`src/rtl/tick_gen.sv`:
```
// tick_gen: NUM_CH-channel programmable clock/tick divider with glitch-free reprogramming.
// Optional combinational divisor readback when TICK_GEN_READBACK_EN is defined.
module tick_gen #(
  parameter int NUM_CH = 4,
  parameter int CNT_W = 32,
  parameter logic [NUM_CH*CNT_W-1:0] INIT_DIV =
    {32'd99_999, 32'd16_666_666, 32'd24_999_999, 32'd49_999_999},
  localparam int CH_W = (NUM_CH > 1) ? $clog2(NUM_CH) : 1
) (
  input  logic              clk_in,
  input  logic              rst_n,
  input  logic              en,
  input  logic [NUM_CH-1:0] ch_en,
  input  logic              sync_clr,
  input  logic              cfg_valid,
  output logic              cfg_ready,
  input  logic [CH_W-1:0]   cfg_ch,
  input  logic [CNT_W-1:0]  cfg_div,
`ifdef TICK_GEN_READBACK_EN
  input  logic [CH_W-1:0]   rd_ch,
  output logic [CNT_W-1:0]  rd_div,
  output logic              rd_pend,
`endif
  output logic [NUM_CH-1:0] clk_out,
  output logic [NUM_CH-1:0] tick
);

  logic [NUM_CH-1:0] pend;
  logic [CNT_W-1:0]  div_all [NUM_CH];
  logic              sel_pend;

  // Out-of-range channels match nothing, so they read as ready.
  always_comb begin
    sel_pend = 1'b0;
    for (int i = 0; i < NUM_CH; i++) begin
      if (cfg_ch == CH_W'(i)) sel_pend = pend[i];
    end
  end

  assign cfg_ready = ~sel_pend;

  for (genvar g = 0; g < NUM_CH; g++) begin : g_ch
    logic [CNT_W-1:0] cnt;
    logic [CNT_W-1:0] div;
    logic [CNT_W-1:0] pdiv;
    logic             pend_q;
    logic             clk_q;
    logic             tick_q;
    logic             act;
    logic             term;
    logic             hit;

    assign act  = en & ch_en[g] & ~sync_clr;
    assign term = (cnt == div);
    assign hit  = cfg_valid & cfg_ready & (cfg_ch == CH_W'(g));

    always_ff @(posedge clk_in or negedge rst_n) begin
      if (!rst_n) begin
        cnt    <= '0;
        div    <= INIT_DIV[g*CNT_W +: CNT_W];
        pdiv   <= '0;
        pend_q <= 1'b0;
        clk_q  <= 1'b0;
        tick_q <= 1'b0;
      end else if (sync_clr) begin
        cnt    <= '0;
        clk_q  <= 1'b0;
        tick_q <= 1'b0;
        pend_q <= 1'b0;
        if (hit) div <= cfg_div;
        else if (pend_q) div <= pdiv;
      end else if (act) begin
        if (term) begin
          cnt    <= '0;
          clk_q  <= ~clk_q;
          tick_q <= 1'b1;
          if (pend_q) begin
            div    <= pdiv;
            pend_q <= 1'b0;
          end
        end else begin
          cnt    <= cnt + 1'b1;
          tick_q <= 1'b0;
        end
        // A write landing on a terminal count waits for the next one.
        if (hit) begin
          pdiv   <= cfg_div;
          pend_q <= 1'b1;
        end
      end else begin
        tick_q <= 1'b0;
        if (hit) begin
          div <= cfg_div;
          cnt <= '0;
        end
      end
    end

    assign pend[g]    = pend_q;
    assign div_all[g] = div;
    assign clk_out[g] = clk_q;
    assign tick[g]    = tick_q;
  end

`ifdef TICK_GEN_READBACK_EN
  always_comb begin
    rd_div  = '0;
    rd_pend = 1'b0;
    for (int i = 0; i < NUM_CH; i++) begin
      if (rd_ch == CH_W'(i)) begin
        rd_div  = div_all[i];
        rd_pend = pend[i];
      end
    end
  end
`else
  logic unused_div;
  always_comb begin
    unused_div = 1'b0;
    for (int i = 0; i < NUM_CH; i++) begin
      unused_div = unused_div ^ (^div_all[i]);
    end
  end
`endif

endmodule

```
`config.mk`:
```
export PLATFORM = sky130hd
export DESIGN_NAME = tick_gen
export DESIGN_NICKNAME = d
export VERILOG_FILES = /design/src/rtl/tick_gen.sv
export SDC_FILE = /design/constraint.sdc
export NUM_CORES = 1
export LEC_CHECK = 0
export CORE_AREA = 2 2 175 348
export CTS_CLUSTER_DIAMETER = 150
export DETAILED_ROUTE_END_ITERATION = 8
export DIE_AREA = 0 0 177 350
export MAX_ROUTING_LAYER = met4
export PLACE_DENSITY = 0.52
export SKIP_LAST_GASP = 1
export SLEW_MARGIN = 20
export SYNTH_ARGS = -nofsm -noshare
export SYNTH_HDL_FRONTEND = slang
export SYNTH_SLANG_ARGS = --single-unit
```
`constraint.sdc`:
```
create_clock -name clk_in -period 2.85 [get_ports clk_in]
set_input_delay 0.285 -clock clk_in [delete_from_list [all_inputs] [get_ports clk_in]]
set_output_delay 0.285 -clock clk_in [all_outputs]
set_load 0.03 [all_outputs]
```
==> summary.txt, run 1 <==
Run status
  • Outcome: finished, final reports clean

Setup path
  • CP endpoint kind: register
  • Crit Path Category: reg2reg
  • Critical Path Fanout Max: 10
  • Critical Path AT: between 3 and 4 ns
  • Worst endpoint required time: ~3.3 ns
  • Critical path launch point type: register
  • Reg2reg path depth: 7

Clock tree
  • Worst-path clk slew: around 0.08 ns
  • CTS Buffer Depth: 3
  • Cts repair resizes: 0
  • Hold Buf Count CTS: 1
  • Post-CTS setup repair buffer count: 0
  • Total CTS buffers: 36
  • CTS root buf: clkbuf_16
  • # H-tree levels: 2
  • Clock Latency Late Sink: about 0.55 ns
  • CTS Sinks: 396
  • CTS tree: done

Detailed routing
  • Number of remaining DRC errors: 0
  • Number of iterations in the first detailed-routing pass: 7
  • Routed wl met2: approximately 32,000 um
  • WL final: just under 60,000 um
  • Final ANT Viol Nets: 0
  • Top Metal Used: met4
  • Vias/cell: about 5.5
  • DRC violation total after the first TritonRoute iteration: 729
  • M1 WL: about 22,000 um
  • Routed met3 length: about 1500 um
  • DR WL/cell: between 20 and 25 um
  • Via count: between 10,000 and 15,000

Final layout
  • P&R area growth vs syn: 14.4%
  • Area of the multi-input gates: around 9000 um^2
  • Filler instances: 5,716
  • Most frequent cells in the layout: dfrtp_1 (339), xnor2_1 (154), mux2_2 (128)
  • Share of cells above drive strength 1: approximately a quarter
  • Sequential cell area: around 10000 um^2
  • Final Net Count: roughly 1,800
  • Final Instance Area: 22,800 um^2
  • # diodes: 0
  • Commonest non-fill, non-tap cell in the layout: dfrtp_1

Min path
  • Worst hold path type: in2async

Timing
  • Relative slew slack: 51.7%
  • Final setup fails: 0
  • FMAX: about 380 MHz
  • Setup Skew: about 0.020 ns
  • Final period util: about nine tenths
  • Final Max Slew Viols: 0
  • RSZ-0062 raised after global routing: false
  • Hold violation count in the final report: 0
  • Minimum clock period after layout: between 2 and 3 ns
  • Setup_tns: 0 ns
  • Worst-Margin Slew: a little over 0.7 ns

GRT
  • Vias in the first global route: 14,700
  • Pin count of the biggest net entering global routing: a little over 70
  • First-pass GRT wire length: a little over 90,000 um
  • Gr ovfl total: 0
  • GRT Util Overall: 19.8%
  • Antenna violations before repair: 0

Power
  • Leakage power: 8.89 nW
  • Power per Cell Area: around 640 nW/um^2
  • Highest ir drop seen on vdd: around 410 uV

Synthesis
  • Register area share after synthesis: between 50% and 60%
  • Yosys reg bits: slightly below 400
  • Synth warn: 0
  • Syn nets: around 1,800
  • Ys async rst share: 100%
  • Post-Synthesis Cells: 1,734
  • Top_reg_cell synth: dfrtp_1
  • Distinct cells, synth: 64
  • EDFF count, synth: 0
  • Area of the mapped netlist: 20,000 um^2
  • Syn Area/Cell: ~12 um^2

Place
  • DP HPWL: 42,300 um
  • Placed Area: 21,600 um^2
  • I/O Buffers: 51
  • GP Congestion: around 0.85

Die
  • Die H: about 350 um
  • Die width: approximately 180 um
  • Core region area: 59,100 um^2
  • Top Ports: 52
  • Die area: 62,000 um^2
  • Cell Rows: ~130
  • Initial Util: 33.7%

Run
  • Max-cap violations: 0
-- worst paths after layout --
path                                 startpoint              end  slack [ns]
worst min register to register  g_ch[0].div[19]  g_ch[0].div[19]        0.49
worst max register to register  g_ch[1].cnt[17]  g_ch[1].div[15]        0.23
worst min-delay path                      rst_n  g_ch[0].cnt[17]        0.31
worst max-delay path            g_ch[1].cnt[17]  g_ch[1].div[15]        0.23
max in group asynchronous                 rst_n   g_ch[1].div[2]        1.61
min in group clk_in             g_ch[0].div[19]  g_ch[0].div[19]        0.49
-- per-layer routing --
metal	up-vias	track usage [%]
met2	309	35.8
li1	6512	-
met4	0	10.6
met3	127	1.62
met1	7187	21.4
met5	-	-
-- power by group --
group	switching [mW]	total [mW]	internal, mW
Combinational	1.01	2.22	1.21
Sequential	0.550	7.00	6.45
Clock	2.27	5.28	3.01
-- cell type report --
class / count / share of cell area [%]
Inverter: 26 / 0.427
Timing Repair Buffer: 130 / 5.69
Clock buffer: 53 / 4.58
Multi-Input combinational cell: 1190 / 40.6
Clock inverter: 11 / 0.816
Tap cell: 768 / 4.21
Sequential cell: 396 / 43.7
-- registers in the layout (all words and copies together) (netlist names) --
| register | cells |
|---|---|
| g_ch.cnt | 128 |
| g_ch.pend_q | 4 |
| g_ch.div | 128 |
| g_ch.tick_q | 4 |
| g_ch.pdiv | 128 |
| g_ch.clk_q | 4 |
-- cells by family after synthesis --
group	after synthesis	synth area share, %
and+or+nand+nor	450	12.2
AOI/OAI and AO/OA	408	17.7
DFF	396	50.0
xor gates and xnor gates	181	7.95
buffers and inverters	148	3.67
muxes	147	8.24
adders and majority gates	4	0.251
-- stage by stage --
step | cells | power (mW) | hold WS (ns) | setup WS [ns] | util, %
after floorplan | 1734 | 8.52 | -0.0106 | 0.799 | -
after global placement | 2509 | 9.28 | 0.311 | 0.250 | 36.5
after detailed placement | 2509 | 9.35 | 0.318 | 0.207 | 36.5
after CTS | 2574 | 14.7 | 0.332 | 0.205 | 38.6
after global routing | 2574 | 15.1 | 0.361 | 0.170 | 38.6
final | 2574 | 14.5 | 0.310 | 0.229 | 38.6
-- Yosys cell counts (6+ instances only) --
library cell	n	area [um^2]
o2bb2ai_1	33	289
nand2_1	101	379
dfrtp_1	339	8480
nor2b_1	6	37.5
and4_1	18	158
and3_1	31	194
and2_1	9	56.3
nand4_1	69	432
a21oi_1	48	240
nand3_1	79	395
a22oi_1	36	270
buf_2	26	130
a2bb2oi_1	6	52.6
a211oi_1	7	52.6
o311ai_0	10	87.6
xor2_1	27	236
a31oi_1	8	50.1
a2bb2oi_2	90	1350
nor2_1	85	319
a21o_1	7	52.6
buf_1	10	37.5
nor3_1	22	110
dfstp_2	57	1500
mux2_2	128	1440
xnor2_1	154	1350
a22o_1	10	87.6
mux2i_1	18	180
clkbuf_1	56	210
inv_1	25	93.8
buf_4	18	135
o22ai_1	103	644
buf_6	10	113
o21ai_0	27	135
-- critical path, stage by stage, from the launching register on --
cell and delay [ns]:
dfrtp_1 0.46, xnor2_1 0.44, nand4_1 0.25, nor4_4 0.38
a21oi_2 0.18, nor3_4 0.39, buf_4 0.28, a2bb2oi_2 0.15
No activity file was read; power rests on OpenSTA's default activity.
==> run 2, diff against run 1 <==
RECOVER_POWER = 100   (was not set)
==> summary.txt, run 2 (same netlist as run 1, synthesis figures left out) <==
Timing
  • Final Max Slew Viols: 66 (was 0)
  • Setup_tns: 0 ns (unchanged)
  • Minimum clock period after layout: 2.69 ns (was 2.62 ns)
  • Worst-Margin Slew: 2.16 ns (was 0.722 ns)
  • Final setup fails: 0 (unchanged)
  • FMAX: 372 MHz (was 381 MHz)
  • Relative slew slack: -43.7% (was 51.7%)
  • Setup Skew: 0.0200 ns (was 0.0199 ns)
  • Final period util: 94.4% (was 92.0%)
  • Hold violation count in the final report: 0 (unchanged)
  • RSZ-0062 raised after global routing: false (unchanged)

Setup path
  • Max stage delay on crit path: 0.46 ns (about the same)
  • Crit Path Category: reg2reg (unchanged)
  • CP endpoint kind: register (unchanged)
  • Worst endpoint required time: 3.31 ns (was 3.33 ns)
  • R2R Setup Slk: 0.16 ns (was 0.23 ns)
  • Reg2reg path depth: 7 (unchanged)
  • Max stage delay cell, worst path: dfrtp_1 (unchanged)
  • Worst r2r src: g_ch[1].cnt[17] (unchanged)
  • Critical path launch point type: register (unchanged)
  • Critical Path, Cell by Cell: xnor2_1 -> nand4_1 -> nor4_4 -> a21oi_2 -> nor3_4 -> clkbuf_2 -> a2bb2oi_1 (was xnor2_1 -> nand4_1 -> nor4_4 -> a21oi_2 -> nor3_4 -> buf_4 -> a2bb2oi_2)
  • Critical Path Fanout Max: 10 (unchanged)
  • R2r endpoint: g_ch[1].div[15] (unchanged)
  • Critical Path AT: 3.15 ns (was 3.10 ns)

Power
  • Highest ir drop seen on vdd: 414 uV (about the same)
  • Leakage power: 8.75 nW (was 8.89 nW)
  • Power per Cell Area: 643 nW/um^2 (was 635 nW/um^2)

Final layout
  • Share of cells above drive strength 1: 19.0% (was 24.4%)
  • Commonest non-fill, non-tap cell in the layout: dfrtp_1 (unchanged)
  • Final Instance Area: 22,200 um^2 (was 22,800 um^2)
  • Largest regs: g_ch.cnt (128), g_ch.div (128), g_ch.pdiv (128) (unchanged)
  • # diodes: 0 (unchanged)
  • Final Net Count: 1,827 (unchanged)
  • P&R area growth vs syn: 11.1% (was 14.4%)
  • Most frequent cells in the layout: dfrtp_1 (339), xnor2_1 (154), mux2_2 (128) (unchanged)

Die
  • Cell Rows: 126 (unchanged)
  • Top Ports: 52 (unchanged)
  • Core region area: 59,100 um^2 (unchanged)
  • Die width: 177 um (unchanged)
  • Die area: 62,000 um^2 (unchanged)
  • Die H: 350 um (unchanged)
  • Initial Util: 33.7% (unchanged)

Detailed routing
  • Number of iterations in the first detailed-routing pass: 7 (unchanged)
  • WL final: 59,100 um (was 58,700 um)
  • DRC violation total after the first TritonRoute iteration: 717 (was 729)
  • DR WL/cell: 23.0 um (was 22.8 um)
  • Vias/cell: 5.50 (was 5.49)
  • Number of remaining DRC errors: 0 (unchanged)
  • Via count: 14,200 (was 14,100)
  • Final ANT Viol Nets: 0 (unchanged)

Place
  • GP Congestion: 0.854 (unchanged)
  • Placed Area: 21,600 um^2 (unchanged)
  • DP HPWL: 42,300 um (unchanged)
  • I/O Buffers: 51 (unchanged)

Clock tree
  • CTS Buffer Depth: 3 (unchanged)
  • CTS tree: done (unchanged)
  • Cts repair resizes: 0 (unchanged)
  • # H-tree levels: 2 (unchanged)
  • Total CTS buffers: 36 (unchanged)
  • CTS Sinks: 396 (unchanged)
  • Clock Latency Late Sink: 0.55 ns (about the same)
  • Worst-path clk slew: 0.08 ns (about the same)
  • CTS root buf: clkbuf_16 (unchanged)

GRT
  • Vias in the first global route: 14,700 (unchanged)
  • Gr ovfl total: 0 (unchanged)
  • Pin count of the biggest net entering global routing: 71 (unchanged)
  • Antenna violations before repair: 0 (unchanged)
  • GRT Util Overall: 19.8% (unchanged)
  • First-pass GRT wire length: 91,200 um (unchanged)

Run status
  • Outcome: complete, but fails checks (was finished, final reports clean)
  • Violated checks: capacitance limit, slew limit

Min path
  • Worst hold path type: reg2reg (was in2async)
  • Hold Path End: g_ch[0].div[19]
  • HP Start: g_ch[0].div[19]
  • Hold path cells: 1

Run
  • Max-cap violations: 1 (was 0)
run 2: changes by cell type in the layout (fill, tap and decap cells not counted), moves of 11 or more:
| cell | previous run | this run |
|---|---|---|
| a2bb2oi_1 | 6 | 87 |
| a2bb2oi_2 | 90 | 9 |
| buf_4 | 63 | 43 |
| clkbuf_1 | 10 | 21 |
| clkbuf_2 | 0 | 12 |
run 2: timing repair:
item / CTS / global route
hold buffers: 1 / 0
setup buffers: 0 / 0
endpoints found under the hold margin: 59 / 0
setup endpoints to repair: 0 / 0
run 2: worst max path at each step:
stage                     from               to  slack, ns  cells past startpoint
2_1_floorplan  g_ch[2].div[12]  g_ch[2].div[10]       0.80                      7
3_3_place_gp                en  g_ch[0].div[30]       0.25                      9
3_5_place_dp          sync_clr   g_ch[0].div[5]       0.21                      9
4_1_cts         g_ch[1].pend_q        cfg_ready       0.20                      3
5_1_grt        g_ch[1].cnt[17]  g_ch[1].div[15]       0.09                      7
6_report       g_ch[1].cnt[17]  g_ch[1].div[15]       0.16                      7
run 2: layout make-up:
type / count / area, um^2
repair buffers: 130 / 1180
clock buffers: 53 / 1050
multi-input cells: 1190 / 8720
inverters: 26 / 97.6
flip-flops and latches: 396 / 9980
clock inverters: 11 / 186
well taps: 768 / 961
fillers: 5851 / 37000
run 2: power by group:
group	internal [mW]	switching, mW	leakage, nW
logic	1.05	0.962	3.16
registers	6.45	0.514	4.99
clock network	3.01	2.27	0.601
total	10.5	3.75	8.75
run 2: worst max-delay path: cells and delay by family, from the launching register on:
family	cells	cell delay, ns
and+or+nand+nor	3	0.99
DFF	1	0.46
xor gates and xnor gates	1	0.44
buffers and inverters	1	0.32
AOI/OAI and AO/OA	2	0.39
run 2: per-stage QoR:
step	setup slack [ns]	util, %	hold WS [ns]	total power, mW	std cells
6_report	0.159	37.5	0.492	14.3	2574
5_1_grt	0.0891	37.5	0.502	14.8	2574
4_1_cts	0.205	38.6	0.332	14.7	2574
3_5_place_dp	0.207	36.5	0.318	9.35	2509
3_3_place_gp	0.250	36.5	0.311	9.28	2509
2_1_floorplan	0.799	-	-0.0106	8.52	1734
run 2: layer usage:
metal	global-route usage [%]	part of all wire, %	up-vias	wire, um
met5	-	0	-	0
met4	10.6	5.9	0	3510
met3	1.62	2.9	122	1720
met2	35.8	53	306	31600
met1	21.4	38	7211	22300
li1	-	-	6522	-
==> patch 1, RTL diff (settings of run 2) <==
Set the parameter `CNT_W` to 48 (it was 32).
--- a/src/rtl/tick_gen.sv
+++ b/src/rtl/tick_gen.sv
@@ -2,7 +2,7 @@
 // Optional combinational divisor readback when TICK_GEN_READBACK_EN is defined.
 module tick_gen #(
   parameter int NUM_CH = 4,
-  parameter int CNT_W = 32,
+  parameter int CNT_W = 48,
   parameter logic [NUM_CH*CNT_W-1:0] INIT_DIV =
     {32'd99_999, 32'd16_666_666, 32'd24_999_999, 32'd49_999_999},
   localparam int CH_W = (NUM_CH > 1) ? $clog2(NUM_CH) : 1
Interface: changed (resized cfg_div); port bits go from 52 to 68. The function was not compared with the original's and may differ.
==> patch 1 against run 2 <==
  * The run still ends with max-capacitance violations, max-slew violations left
  * Routed wire length grew 53%
  * Global-route usage grew 11 points
  * Setup slack lost 62 ps
  * Sequential power grew 48%
  * Synthesized area rose by 40%
  * Cell count grew 31%
  * Design area up 44%
  * Sequential share of layout area up 1.2 points
  * Power up 51%
  * Non-clock buffer count up 83
  * Core utilization up 17 points
  * Critical path depth shrank 3
  * Sequential cell count increased by 192
  * Highest routed layer unchanged
==> patch 1: results (changes against run 2) <==
failed_checks: "max-capacitance violations, max-slew violations"
place_inst: 3273  # +30%
worst_pin_slew_ps: 1716  # -439.2 ps
cp_max_fo: 3  # -7
synthTopCellsByArea: "dfrtp_1, mux2_2, xnor2_1"
synth_xor_area_share_pct: 10.92  # +3.0 points
grt_util_met3_pct: 3.162  # +1.5 points
cts_buffers: 55  # +53%
holdPathStages: 3  # +2
met1_length_um: 32980  # +48%
run_status: "finished, violations left"
timing.rr.start: "g_ch[0].div[25]$_DFFE_PN1P_"
met3_wirelength_um: 3147  # +83%
hpwl_um: 65120  # +54%
fin_crit_sh_pct: 96.60  # +2.2 points
maxCapViolCount: 1  # unchanged
muxShareOfSynthArea_pct: 8.088  # -0.15 points
via_per_inst: 5.976  # +8.6%
p_leak_uw: 0.01328  # +52%
grt_use_met2_pct: 52.79  # +17 points
maxSlewViolCount: 51  # -23%
r2r_setup_slack_ps: 130  # -30 ps
drt_iter0_markers: 1044  # +46%
crit_path_start: "g_ch[3].pend_q$_DFFE_PN0P_"
skew_ps: 20.92  # +0.8999 ps
place_ws_ps: 75.60  # -131.8 ps
## patch 1: cell types whose count changed after synthesis, moves of 18 or more
cell       change
a21oi_1       -28
a2bb2oi_1    +128
a2bb2oi_2     -80
buf_2         +24
clkbuf_1      +18
dfrtp_1      +192
mux2_2        +58
nor2_1       +130
nor4_1        +33
o22ai_1       +44
xnor2_1       +81
xor2_1        +86
## patch 1: power groups by stage
stage | clock network [uW] | registers, uW | logic [uW]
after global placement | 0 | 10400 | 3130
final | 8100 | 10300 | 3100
after CTS | 8280 | 10300 | 3200
after detailed placement | 0 | 10400 | 3180
after global routing | 8600 | 10400 | 3320
after floorplan | 0 | 10200 | 1950
## patch 1: layout make-up
class                      count  area share [%]
sequential                   588           46.21
multi-input combinational   1670           38.33
timing repair buffer         213           5.947
clock buffer                  77           5.036
tap                          768           3.003
clock inverter                25           1.064
inverter                      35          0.4106
## patch 1: what timing repair did
item | 4_1_cts | 5_1_grt
hold buffers | 1 | 0
resized for setup | 0 | 0
hold endpoints to repair | 44 | 0
==> patch 2, RTL diff (flow settings as in run 2) <==
Without the edit above. Register the inputs `cfg_valid`, `cfg_ch` and `cfg_div` before use, without a reset. The logic sees them one clock later. The other inputs are not delayed to match.
--- a/src/rtl/tick_gen.sv
+++ b/src/rtl/tick_gen.sv
@@ -25,6 +25,16 @@
   output logic [NUM_CH-1:0] tick
 );
 
+  logic cfg_valid_q;
+  logic [CH_W-1:0] cfg_ch_q;
+  logic [CNT_W-1:0] cfg_div_q;
+
+  always_ff @(posedge clk_in) begin
+    cfg_valid_q <= cfg_valid;
+    cfg_ch_q    <= cfg_ch;
+    cfg_div_q   <= cfg_div;
+  end
+
   logic [NUM_CH-1:0] pend;
   logic [CNT_W-1:0]  div_all [NUM_CH];
   logic              sel_pend;
@@ -33,7 +43,7 @@
   always_comb begin
     sel_pend = 1'b0;
     for (int i = 0; i < NUM_CH; i++) begin
-      if (cfg_ch == CH_W'(i)) sel_pend = pend[i];
+      if (cfg_ch_q == CH_W'(i)) sel_pend = pend[i];
     end
   end
 
@@ -52,7 +62,7 @@
 
     assign act  = en & ch_en[g] & ~sync_clr;
     assign term = (cnt == div);
-    assign hit  = cfg_valid & cfg_ready & (cfg_ch == CH_W'(g));
+    assign hit  = cfg_valid_q & cfg_ready & (cfg_ch_q == CH_W'(g));
 
     always_ff @(posedge clk_in or negedge rst_n) begin
       if (!rst_n) begin
@@ -67,7 +77,7 @@
         clk_q  <= 1'b0;
         tick_q <= 1'b0;
         pend_q <= 1'b0;
-        if (hit) div <= cfg_div;
+        if (hit) div <= cfg_div_q;
         else if (pend_q) div <= pdiv;
       end else if (act) begin
         if (term) begin
@@ -84,13 +94,13 @@
         end
         // A write landing on a terminal count waits for the next one.
         if (hit) begin
-          pdiv   <= cfg_div;
+          pdiv   <= cfg_div_q;
           pend_q <= 1'b1;
         end
       end else begin
         tick_q <= 1'b0;
         if (hit) begin
-          div <= cfg_div;
+          div <= cfg_div_q;
           cnt <= '0;
         end
       end
Behaviour: not the same (a bounded check fails within 4 cycles, from zero or initial values and one cycle with rst_n low).
==> patch 2 against run 2 <==
  * The flow still finishes with violations (max-capacitance violations, max-slew violations)
  * Design area rose by 1.6%
  * Non-clock buffer count shrank 15
  * First-iteration DRC count up 38%
  * Routed wire length is 6.6% lower
  * Cell count rose by 0.12%
  * Clock power is 2% lower
  * Via count decreased by 1.8%
  * Setup slack improved by 38 ps
  * Core utilization up 0.59 points
  * Power is 3.0% higher
  * Synthesized area up 0.68%
  * Clock skew shrank 7.2 ps
  * Sequential cell count rose by 35
==> patch 2: results (changes against run 2) <==
ys_top_cells_by_count: "dfrtp_1, xnor2_1, mux2_2, nand2_1, o22ai_1"
drt_iter0_markers: 989  # +38%
skew_ps: 12.83  # -7.189 ps
holdBufCountCts: 1  # unchanged
crit_path_start: "cfg_ch_q[0]$_DFF_P_"
num_antenna_cells: 0  # unchanged
crit_family: "buffers and inverters"
min_to: "cfg_div_q[27]$_DFF_P_"
muxShareOfSynthArea_pct: 7.288  # -0.95 points
hold_start: "cfg_div[27]"
synth_cell_types: 65  # +1.6%
synthTopCellsByArea: "dfrtp_1, dfstp_2, mux2_2"
hpwl_um: 39270  # -7.1%
drive_gt1_share_pct: 18.46  # -0.53 points
r2r_setup_slack_ps: 220  # +60 ps
cp.arrival_ps: 2370  # -780 ps
hold_path_class: "primary input to register"
maxSlewViolCount: 54  # -18%
crit_path_max_incr_delay_ps: 660  # +200 ps
drt_first_pass_iters: 6  # -1
worst_pin_slew_ps: 1565  # -590.2 ps
fin_crit_sh_pct: 93.09  # -1.3 points
crit_path_top_delay_cell: "clkdlybuf4s50_1"
yosysSeqAreaShare_pct: 53.18  # +3.2 points
place_inst: 2505  # -0.16%
cts_resized: 0  # unchanged
place_ws_ps: 260.3  # +52.94 ps
grt_max_degree: 87  # +23%
antenna_found_initial: 1  # +1
crit_end: "cfg_ready"
via_per_inst: 5.395  # -1.9%
fill_cells: 5736  # -2.0%
place.gp.congestion: 0.8814  # +3.2%
run_status: "finished, violations left"
dr_total_vias: 13900  # -1.8%
timing.rr.start: "g_ch[0].cnt[5]$_DFFE_PN0P_"
r2r-end: "g_ch[0].cnt[18]$_DFFE_PN0P_"
grt_usage_pct: 18.80  # -1.0 points
wl_per_cell_um: 21.43  # -6.7%
synth_fa_ha_area_share_pct: 0.2492  # -0.0017 points
grt_pass1_wl_um: 87140  # -4.5%
maxCapViolCount: 1  # unchanged
synth-compound-area-share_pct: 15.74  # -1.9 points
async_flop_share_pct: 91.88  # -8.1 points
p_leak_uw: 0.008923  # +2.0%
peakVddDrop_mv: 0.3505  # -15%
cp_max_fo: 7  # -3
cts_buffers: 40  # +11%
synth_xor_area_share_pct: 8.241  # +0.30 points
failed_checks: "max-capacitance violations, max-slew violations"
clkTransAtPathRegs_ps: 60  # -20 ps
[patch 2: cell types whose count changed after synthesis, moves of 11 or more]
| cell | change |
|---|---|
| a2bb2oi_1 | +50 |
| nor3_1 | -15 |
| or3_1 | +11 |
| a2bb2oi_2 | -50 |
| nor2_1 | +14 |
| dfxtp_1 | +35 |
| nand3_1 | +13 |
| a21oi_1 | -18 |
| o311ai_0 | +13 |
| mux2i_1 | -18 |
[patch 2: metrics by stage]
step                      area (sq um)  hold slack (ps)
final                            22520            269.0
after global routing             22520            256.3
after CTS                        22870            137.3
after detailed placement         21640            251.1
after global placement           21640            253.6
after floorplan                  20090           -10.59
[patch 2: layout make-up]
cell class	instances	area share, %
Sequential cell	431	47.44
Multi-Input combinational cell	1176	37.95
Timing Repair Buffer	115	4.679
Clock inverter	13	0.4668
Clock buffer	58	4.929
Tap cell	768	4.268
Inverter	16	0.2667
[patch 2: cells by family after synthesis]
kind of cell / Yosys count
xor gates and xnor gates: 189
adders and majority gates: 4
muxes: 129
DFF: 431
buffers and inverters: 126
and+or+nand+nor: 463
AOI/OAI and AO/OA: 391
[patch 2: metal layers]
layer | share of wire [%] | vias to the layer above | track usage, %
li1 | - | 6501 | -
met1 | 39 | 7069 | 20.93
met2 | 53 | 242 | 33.64
met3 | 2.8 | 92 | 1.858
met4 | 4.6 | 0 | 8.450
met5 | 0 | - | -
[patch 2: where the power goes]
part           switching, uW  internal [uW]  total, uW
clock network           2390           2810       5200
registers                628           6980       7610
logic                    850           1020       1870
total                   3870          10800      14700
